<file path="src/rtl/conv_div_pkg.sv">
// Shared constants and FSM encoding for the conv-core sequential unsigned divider.
package conv_div_pkg;

  localparam int DIVIDEND_W = 29;
  localparam int DIVISOR_W  = 8;
  localparam int CNT_W      = 5;

  typedef enum logic [1:0] {
    IDLE = 2'd0,
    CALC = 2'd1,
    DONE = 2'd2
  } state_t;

endpackage

</file>
<file path="src/rtl/conv_udiv_step.sv">
// One restoring-division iteration: shift in the next dividend bit, subtract the divisor if it fits.
module conv_udiv_step
  import conv_div_pkg::*;
(
  input  logic [DIVISOR_W-1:0] i_rem,
  input  logic                 i_msb,
  input  logic [DIVISOR_W-1:0] i_div,
  output logic [DIVISOR_W-1:0] o_rem,
  output logic                 o_q_bit
);

  logic [DIVISOR_W:0]   w_shifted;
  logic [DIVISOR_W-1:0] w_trial;

  assign w_shifted = {i_rem, i_msb};
  assign o_q_bit   = (w_shifted >= {1'b0, i_div});
  // When the divisor fits, the difference is below the divisor, so the low bits are exact.
  assign w_trial   = w_shifted[DIVISOR_W-1:0] - i_div;
  assign o_rem     = o_q_bit ? w_trial : w_shifted[DIVISOR_W-1:0];

endmodule

</file>
<file path="src/rtl/conv_udiv_29u_8u_seq.sv">
// Sequential radix-2 restoring divider, 29u / 8u, one bit per cycle, valid/ready on both sides.
// Handshake: a transfer happens on a rising edge where valid && ready; in_ready only in IDLE, out_valid only in DONE.
module conv_udiv_29u_8u_seq
  import conv_div_pkg::*;
(
  input  logic                  ap_clk,
  input  logic                  ap_rst_n,
  input  logic                  in_valid,
  output logic                  in_ready,
  input  logic [DIVIDEND_W-1:0] dividend,
  input  logic [DIVISOR_W-1:0]  divisor,
  output logic                  out_valid,
  input  logic                  out_ready,
  output logic [DIVIDEND_W-1:0] quotient,
  output logic [DIVISOR_W-1:0]  remainder,
  output logic                  div_by_zero,
  output state_t                dbg_state
);

  state_t                r_state;
  state_t                w_next_state;
  logic [DIVISOR_W-1:0]  r_div;
  logic [DIVIDEND_W-1:0] r_quo;
  logic [DIVISOR_W-1:0]  r_rem;
  logic [CNT_W-1:0]      r_cnt;
  logic [DIVIDEND_W-1:0] r_quotient;
  logic [DIVISOR_W-1:0]  r_remainder;
  logic                  r_dbz;
  logic [DIVISOR_W-1:0]  w_rem;
  logic                  w_q_bit;
  logic                  w_accept;
  logic [DIVIDEND_W-1:0] w_quo_next;

  conv_udiv_step u_step (
    .i_rem   (r_rem),
    .i_msb   (r_quo[DIVIDEND_W-1]),
    .i_div   (r_div),
    .o_rem   (w_rem),
    .o_q_bit (w_q_bit)
  );

  assign w_accept   = in_valid && in_ready;
  assign w_quo_next = {r_quo[DIVIDEND_W-2:0], w_q_bit};

  always_ff @(posedge ap_clk or negedge ap_rst_n) begin
    if (!ap_rst_n) begin
      r_state <= IDLE;
    end else begin
      r_state <= w_next_state;
    end
  end

  always_comb begin
    w_next_state = r_state;
    in_ready     = 1'b0;
    out_valid    = 1'b0;
    unique case (r_state)
      IDLE: begin
        in_ready = 1'b1;
        if (in_valid) begin
          w_next_state = (divisor == '0) ? DONE : CALC;
        end
      end
      CALC: begin
        if (r_cnt == '0) begin
          w_next_state = DONE;
        end
      end
      DONE: begin
        out_valid = 1'b1;
        if (out_ready) begin
          w_next_state = IDLE;
        end
      end
      default: w_next_state = IDLE;
    endcase
  end

  // Datapath; result registers are written only on the edge that enters DONE.
  always_ff @(posedge ap_clk or negedge ap_rst_n) begin
    if (!ap_rst_n) begin
      r_div       <= '0;
      r_quo       <= '0;
      r_rem       <= '0;
      r_cnt       <= '0;
      r_quotient  <= '0;
      r_remainder <= '0;
      r_dbz       <= 1'b0;
    end else begin
      if (r_state == IDLE && w_accept) begin
        if (divisor != '0) begin
          r_div <= divisor;
          r_quo <= dividend;
          r_rem <= '0;
          r_cnt <= CNT_W'(DIVIDEND_W - 1);
        end else begin
          r_quotient  <= '1;
          r_remainder <= '0;
          r_dbz       <= 1'b1;
        end
      end else if (r_state == CALC) begin
        r_rem <= w_rem;
        r_quo <= w_quo_next;
        if (r_cnt == '0) begin
          r_quotient  <= w_quo_next;
          r_remainder <= w_rem;
          r_dbz       <= 1'b0;
        end else begin
          r_cnt <= r_cnt - CNT_W'(1);
        end
      end
    end
  end

  assign quotient    = r_quotient;
  assign remainder   = r_remainder;
  assign div_by_zero = r_dbz;
  assign dbg_state   = r_state;

endmodule
</file>
<file path="config.mk">
export PLATFORM = sky130hd
export DESIGN_NAME = conv_udiv_29u_8u_seq
export DESIGN_NICKNAME = d
export VERILOG_FILES = /design/src/rtl/conv_div_pkg.sv /design/src/rtl/conv_udiv_step.sv /design/src/rtl/conv_udiv_29u_8u_seq.sv
export SDC_FILE = /design/constraint.sdc
export NUM_CORES = 1
export LEC_CHECK = 0
export ABC_AREA = 1
export BUFFER_PORTS_ARGS = -buffer_cell sky130_fd_sc_hd__buf_2
export CAP_MARGIN = 20
export CORE_MARGIN = 4
export CORE_UTILIZATION = 55
export DETAILED_ROUTE_END_ITERATION = 7
export GPL_TIMING_DRIVEN = 0
export PLACE_DENSITY = 0.79
export SETUP_SLACK_MARGIN = 0.02
export SYNTH_ARGS = -nofsm -noshare
export SYNTH_HDL_FRONTEND = slang
export SYNTH_SLANG_ARGS = --single-unit
</file>
<file path="constraint.sdc">
create_clock -name ap_clk -period 2.05 [get_ports ap_clk]
set_input_delay 0 -clock ap_clk [delete_from_list [all_inputs] [get_ports ap_clk]]
set_output_delay 0 -clock ap_clk [all_outputs]
set_load 0.05 [all_outputs]
</file>
==> metrics.txt, run 1 <==
outcome=completed; Post-Route WL=10700 um; initial antenna violation count=0; Pre-antenna DRT Iters=4; CP endpoint kind=register; largest net degree at the start of global routing=57; worst reg2reg path depth=11; CP cell instances=inv_1 > nand2_1 > inv_2 > nand2_2 > inv_4 > o21ai_4 > nand2_4 > inv_2 > buf_2 > buf_2 > o31ai_1; unrepaired setup endpoints after global routing=no; number of synthesized flops with an enable pin=0; Warnings, synthesis=0; flop-to-flop setup slack=180 ps; synthesis-to-finish area growth=27.2%; chip width=96.5 um; Finished Layout Cells=765; fin crit share=91.2%; Worst-Skew Late Latency=350 ps; ANT cells=0; IO Count=83; Clock Skews=9.29 ps; Layout Nets=710; Overall Global Routing Usage=25.4%; max-slew violation count=0; slew margin rel.=67.5%; reg2reg end=r_quo[19]; drt drc=0; Detailed Place HPWL=7360 um; Hold Vio Cnt, Final=0; CP required=2310 ps; CTS tree=built; port bufs=82; ys async rst share=100%; CP arrival=2130 ps; Worst Max-Slew Pin Slew=487 ps; Pwr Total=0.0102 W; worst flop-to-flop path startpoint=dbg_state[0]; GRT overflow=0; max_cap viols=0; final hold slack=141 ps; drt via density=5.14; Post-Syn Area=4310 um2; number of setup violations in the final report=0; FMAX=0.535 GHz; Die Span Y=96.5 um; Mapped Cells=524; Synth Register Bits=90; Crit. Startpoint=dbg_state[0]; syn_area_per_cell=8.23 um2; worst-path cell with the longest stage delay=dfrtp_2; Initial Util=56.1%; crit path kind=register to register; share of cells above drive strength 1=19.3%; top post-synthesis cells by area=dfrtp_1 52%, nand2_1 14%, nor2_1 6.4%; Cells after DPL=709; Core Area=7690 um2; num rows=32; Static Leakage=2.85 nW; vias in the first global route=4031; clock sink count=90; Crit path largest cell delay=430 ps; DRT iter0 DRCs=165; setup TNS=0 ps; dominant cell type by area after synthesis=dfrtp_1; register area share after synthesis=52.2%; minimum clock period=1870 ps; Max Root-Sink Buffers=2; Critical Path Fanout Max=10; clock-pin slew on the worst setup and hold paths=90 ps; CTS Root Cell=clkbuf_8; post-synth top area share=52.2%; routed vias=3934; maximum VDD drop=0.00134 V; final antenna-violating net count=0; CTS HTree Levels=3; RePlAce Congestion=0.925; Synthesized Nets=576; Wirelength per Cell=14.0 um; Hold Path Class=input port to async pin; Primary FF master, synth=dfrtp_1; startpoint types=register; number of CTS-inserted buffers=9; first-pass GRT wire length=18300 um; Netlist cell types=30; PwrDens=1870 nW/um2; Die ar.=9320 um2
## layer usage
layer	vias to the layer above	track usage [%]	share of wire [%]
li1	1970	-	-
met2	84	44.2	51
met4	0	7.83	1.9
met5	-	0	0
met1	1860	31.7	42
met3	20	5.34	4.8
## worst max-delay path by stage
stage                         to  slack (ps)  cells past startpoint
floorplan           quotient[18]          30                     13
detailed placement   quotient[0]          60                      9
global route        remainder[7]          30                     10
global placement    dbg_state[0]          50                      1
CTS                  quotient[0]          60                      9
finish                 r_quo[19]         180                     11
## Yosys cell counts (4+ instances only)
cell type,instances
a21oi_1,7
o21ai_0,13
inv_1,33
buf_6,4
o21ai_1,29
nor2_1,74
buf_2,9
dfrtp_1,90
nand3_1,34
inv_2,4
ha_1,10
o31ai_1,29
clkbuf_1,9
nand2_1,159
## repair_timing
item / CTS / global route
resized for setup: 0 / 5
hold endpoints to repair: 72 / 0
hold buffers: 39 / 0
endpoints found under the setup margin: 0 / 29
buffers inserted: 0 / 2
## logic make-up (layout without fill, tap and decap cells)
| group | Yosys count | after routing | share of synthesized area [%] |
|---|---|---|---|
| AOI/OAI and AO/OA | 80 | 80 | 11.3 |
| xor gates and xnor gates | 3 | 3 | 0.610 |
| adders and majority gates | 11 | 11 | 3.37 |
| buffers and inverters | 62 | 201 | 6.41 |
| DFF | 90 | 90 | 52.2 |
| and+or+nand+nor | 278 | 278 | 26.0 |
## metrics by stage
step | instance area [um2] | setup WS [ps] | utilization (%)
finish | 5480 | 180 | 71.3
global placement | 4850 | 47.5 | 63.1
floorplan | 4310 | 33.7 | -
detailed placement | 4880 | 59.3 | 63.5
global route | 5480 | 28.8 | 71.3
CTS | 5460 | 63.8 | 71.0
## critical path, delay by kind of cell (launching register included)
kind	cells	cell delay [ps]
and+or+nand+nor	3	270
buffers and inverters	6	710
AOI/OAI and AO/OA	2	350
DFF	1	430
## final cells by class
class	count	area, um2
clock buffer	12	135
inverter	38	145
sequential	90	2250
multi-input combinational	372	1790
timing repair buffer	124	846
tap	102	128
fill	617	2210
buffer	23	129
clock inverter	4	52.6
## placed cells by master (no fill, tap or decap), types with 13 or more instances in the layout
master and count:
o31ai_1 29, dlygate4sd3_1 39, nand2_1 159, dfrtp_1 89, inv_1 33, nand3_1 33
o21ai_1 29, o21ai_0 13, buf_2 90, nor2_1 74
## registers in the layout, indices dropped and copies added (netlist names)
name	flops
r_div	8
r_quo	29
div_by_zero	1
quotient	29
r_cnt	5
remainder	8
dbg_state	2
r_rem	8
## report_power, final
part | switching [W] | internal [W] | leakage (nW)
logic | 0.00411 | 0.00185 | 1.64
clock network | 0.000626 | 0.000569 | 0.0945
registers | 0.000465 | 0.00263 | 1.12
(Power assumes the default switching activity.)
==> run 2, diff against run 1 <==
--- a/config.mk
+++ b/config.mk
@@ -10,2 +10,3 @@
 export CAP_MARGIN = 20
+export CORE_ASPECT_RATIO = 1.1
 export CORE_MARGIN = 4
==> constraint.sdc (replaced) <==
create_clock -name ap_clk -period 2.05 [get_ports ap_clk]
set_input_delay 0.1025 -clock ap_clk [delete_from_list [all_inputs] [get_ports ap_clk]]
set_output_delay 0.1025 -clock ap_clk [all_outputs]
set_load 0.05 [all_outputs]
==> metrics.txt, run 2 (synthesis results as in run 1) <==
outcome=completed; FF+latch area=2250 um2 (unchanged); GRT overflow=0 (unchanged); Worst-Skew Late Latency=350 ps (about the same); Wirelength per Cell=14.2 um (+1.6%); Clock Skews=7.73 ps (-1.56 ps); FMAX=0.537 GHz (+0.46%); final antenna-violating net count=0 (unchanged); Detailed Place HPWL=7520 um (+2.2%); drt drc=0 (unchanged); Reg power frac=29.5% (-0.7 points); Overall Global Routing Usage=24.2% (-1.2 points); slew margin rel.=67.0% (-0.57 points); Static Leakage=2.75 nW (-3.5%); clock-pin slew on the worst setup and hold paths=90 ps (about the same); chip width=92.4 um (-4.3%); CP required=2350 ps (+40 ps); Critical Path Fanout Max=2 (-8); number of CTS-inserted buffers=9 (unchanged); Worst Max-Slew Pin Slew=496 ps (+8.49 ps); num rows=33 (+3.1%); post-route cell area=5260 um2 (-4.0%); max_cap viols=0 (unchanged); largest net degree at the start of global routing=68 (+19%); switching share of power=50.2% (-0.57 points); first-pass GRT wire length=18000 um (-1.8%); PwrDens=1990 nW/um2 (+6.4%); commonest non-fill, non-tap cell in the layout=nand2_1; startpoint types=register; Die ar.=9320 um2 (about the same); fin crit share=90.8% (-0.41 points); port bufs=82 (unchanged); ANT cells=0 (unchanged); max-slew violation count=0 (unchanged); unrepaired setup endpoints after global routing=yes; number of setup violations in the final report=0 (unchanged); Hold Vio Cnt, Final=0 (unchanged); CTS tree=built; final core occ=69.6% (-1.7 points); CP endpoint kind=register; synthesis-to-finish area growth=22.1%; Post-Route WL=10500 um (-1.9%); clock sink count=90 (unchanged); Pre-antenna DRT Iters=5 (+1); NetSw=0.00525 W (+0.98%); routed vias=3859 (-1.9%); internal power=0.00521 W (+3.3%); CTS HTree Levels=3 (unchanged); initial antenna violation count=0 (unchanged); Max Root-Sink Buffers=2 (unchanged); most frequent cells in the layout=159 x nand2_1, 90 x buf_2, 89 x dfrtp_1; share of cells above drive strength 1=20.7% (+1.4 points); Hold Path Class=input port to register; area taken by multi-input logic gates=1820 um2 (+1.6%); fillers=643 (+4.2%); worst-path cell with the longest stage delay=fa_1; final hold slack=45.2 ps (-95.6 ps); Cells after DPL=712 (+0.42%); DRT iter0 DRCs=180 (+9.1%); Finished Layout Cells=739 (-3.4%); maximum VDD drop=0.000989 V (-26%); IO Count=83 (unchanged); Clock Power Share=13.1% (+1.4 points); Crit path largest cell delay=420 ps (about the same); CP arrival=2160 ps (+30 ps); drt via density=5.22 (+1.5%); Core Area=7560 um2 (-1.7%); Cell Area, Placed=4880 um2 (about the same); CTS Root Cell=clkbuf_8; Logic pwr share=57.3% (-0.9 points); vias in the first global route=3941 (-2.2%); setup TNS=0 ps (unchanged); Die Span Y=101 um (+4.5%); CP cell instances=ha_1 > fa_1 > inv_1 > nand3_1 > nand3_1 > xor2_1 > nand2_1 > nand2_1 > nand3_1 > nand2_1; RePlAce Congestion=0.900 (-2.7%); Layout Nets=681 (-4.1%); minimum clock period=1860 ps (-8.50 ps); crit path kind=register to register; Initial Util=57.0% (+0.97 points)
## run 2: cell count changes in the layout (fill, tap and decap cells not counted), sizes merged
cell | previous run | this run
dlygate4sd3 | 39 | 10
inv | 38 | 40
clkinvlp | 0 | 1
clkbuf | 21 | 20
bufinv | 1 | 2
clkinv | 3 | 0
## run 2: stage by stage
step / worst slack [ps] / total power [W]
6_report: 189 / 0.0105
5_1_grt: 5.76 / 0.0114
4_1_cts: 35.5 / 0.0104
3_5_place_dp: 46.4 / 0.00895
3_3_place_gp: -58.1 / 0.00878
2_1_floorplan: 33.7 / 0.00754
## run 2: area by class of cell
type	count	area share, %
Multi-Input combinational cell	372	34.6
Tap cell	105	2.50
Timing Repair Buffer	95	10.6
Clock inverter	5	1.62
Sequential cell	90	42.8
Inverter	38	2.76
Clock buffer	11	2.69
Buffer	23	2.45
## run 2: critical path: cells and delay by family, from the launching register on
kind,cells,cell delay [ps]
AND/OR/NAND/NOR,6,450
adder cells (fa/ha/maj),2,660
flip-flops,1,410
buffers and inverters,1,110
XOR/XNOR,1,180
## run 2: routing by layer
layer	part of all wire (%)	GRT usage, %	up-vias
met4	2.3	8.91	0
met3	5.3	4.56	18
met2	51	42.5	92
met5	0	0	-
li1	-	-	1911
met1	42	29.7	1838
## run 2: path summary, 6_finish.rpt
kind	from	to	slack (ps)	cells after the start
worst max register to register	r_div[0]	remainder[4]	190	10
worst max-delay path	r_div[0]	remainder[4]	190	10
worst min-delay path	dividend[10]	r_quo[10]	50	3
min in group asynchronous	ap_rst_n	r_cnt[3]	190	2
max in group asynchronous	ap_rst_n	r_quo[21]	1220	3
worst min register to register	remainder[7]	remainder[7]	480	2
## run 2: power groups by stage
stage | clock [W] | combinational [W] | sequential, W
after floorplan | 0 | 0.00335 | 0.00419
after global routing | 0.00148 | 0.00673 | 0.00318
after detailed placement | 0 | 0.00585 | 0.00310
final | 0.00137 | 0.00600 | 0.00309
after CTS | 0.00140 | 0.00589 | 0.00308
after global placement | 0 | 0.00570 | 0.00308
## run 2: repair_timing
| action | CTS | global route |
|---|---|---|
| hold buffers | 10 | 0 |
| hold endpoints to repair | 32 | 0 |
| endpoints found under the setup margin | 0 | 40 |
| resized for setup | 0 | 6 |
| buffers inserted | 0 | 2 |
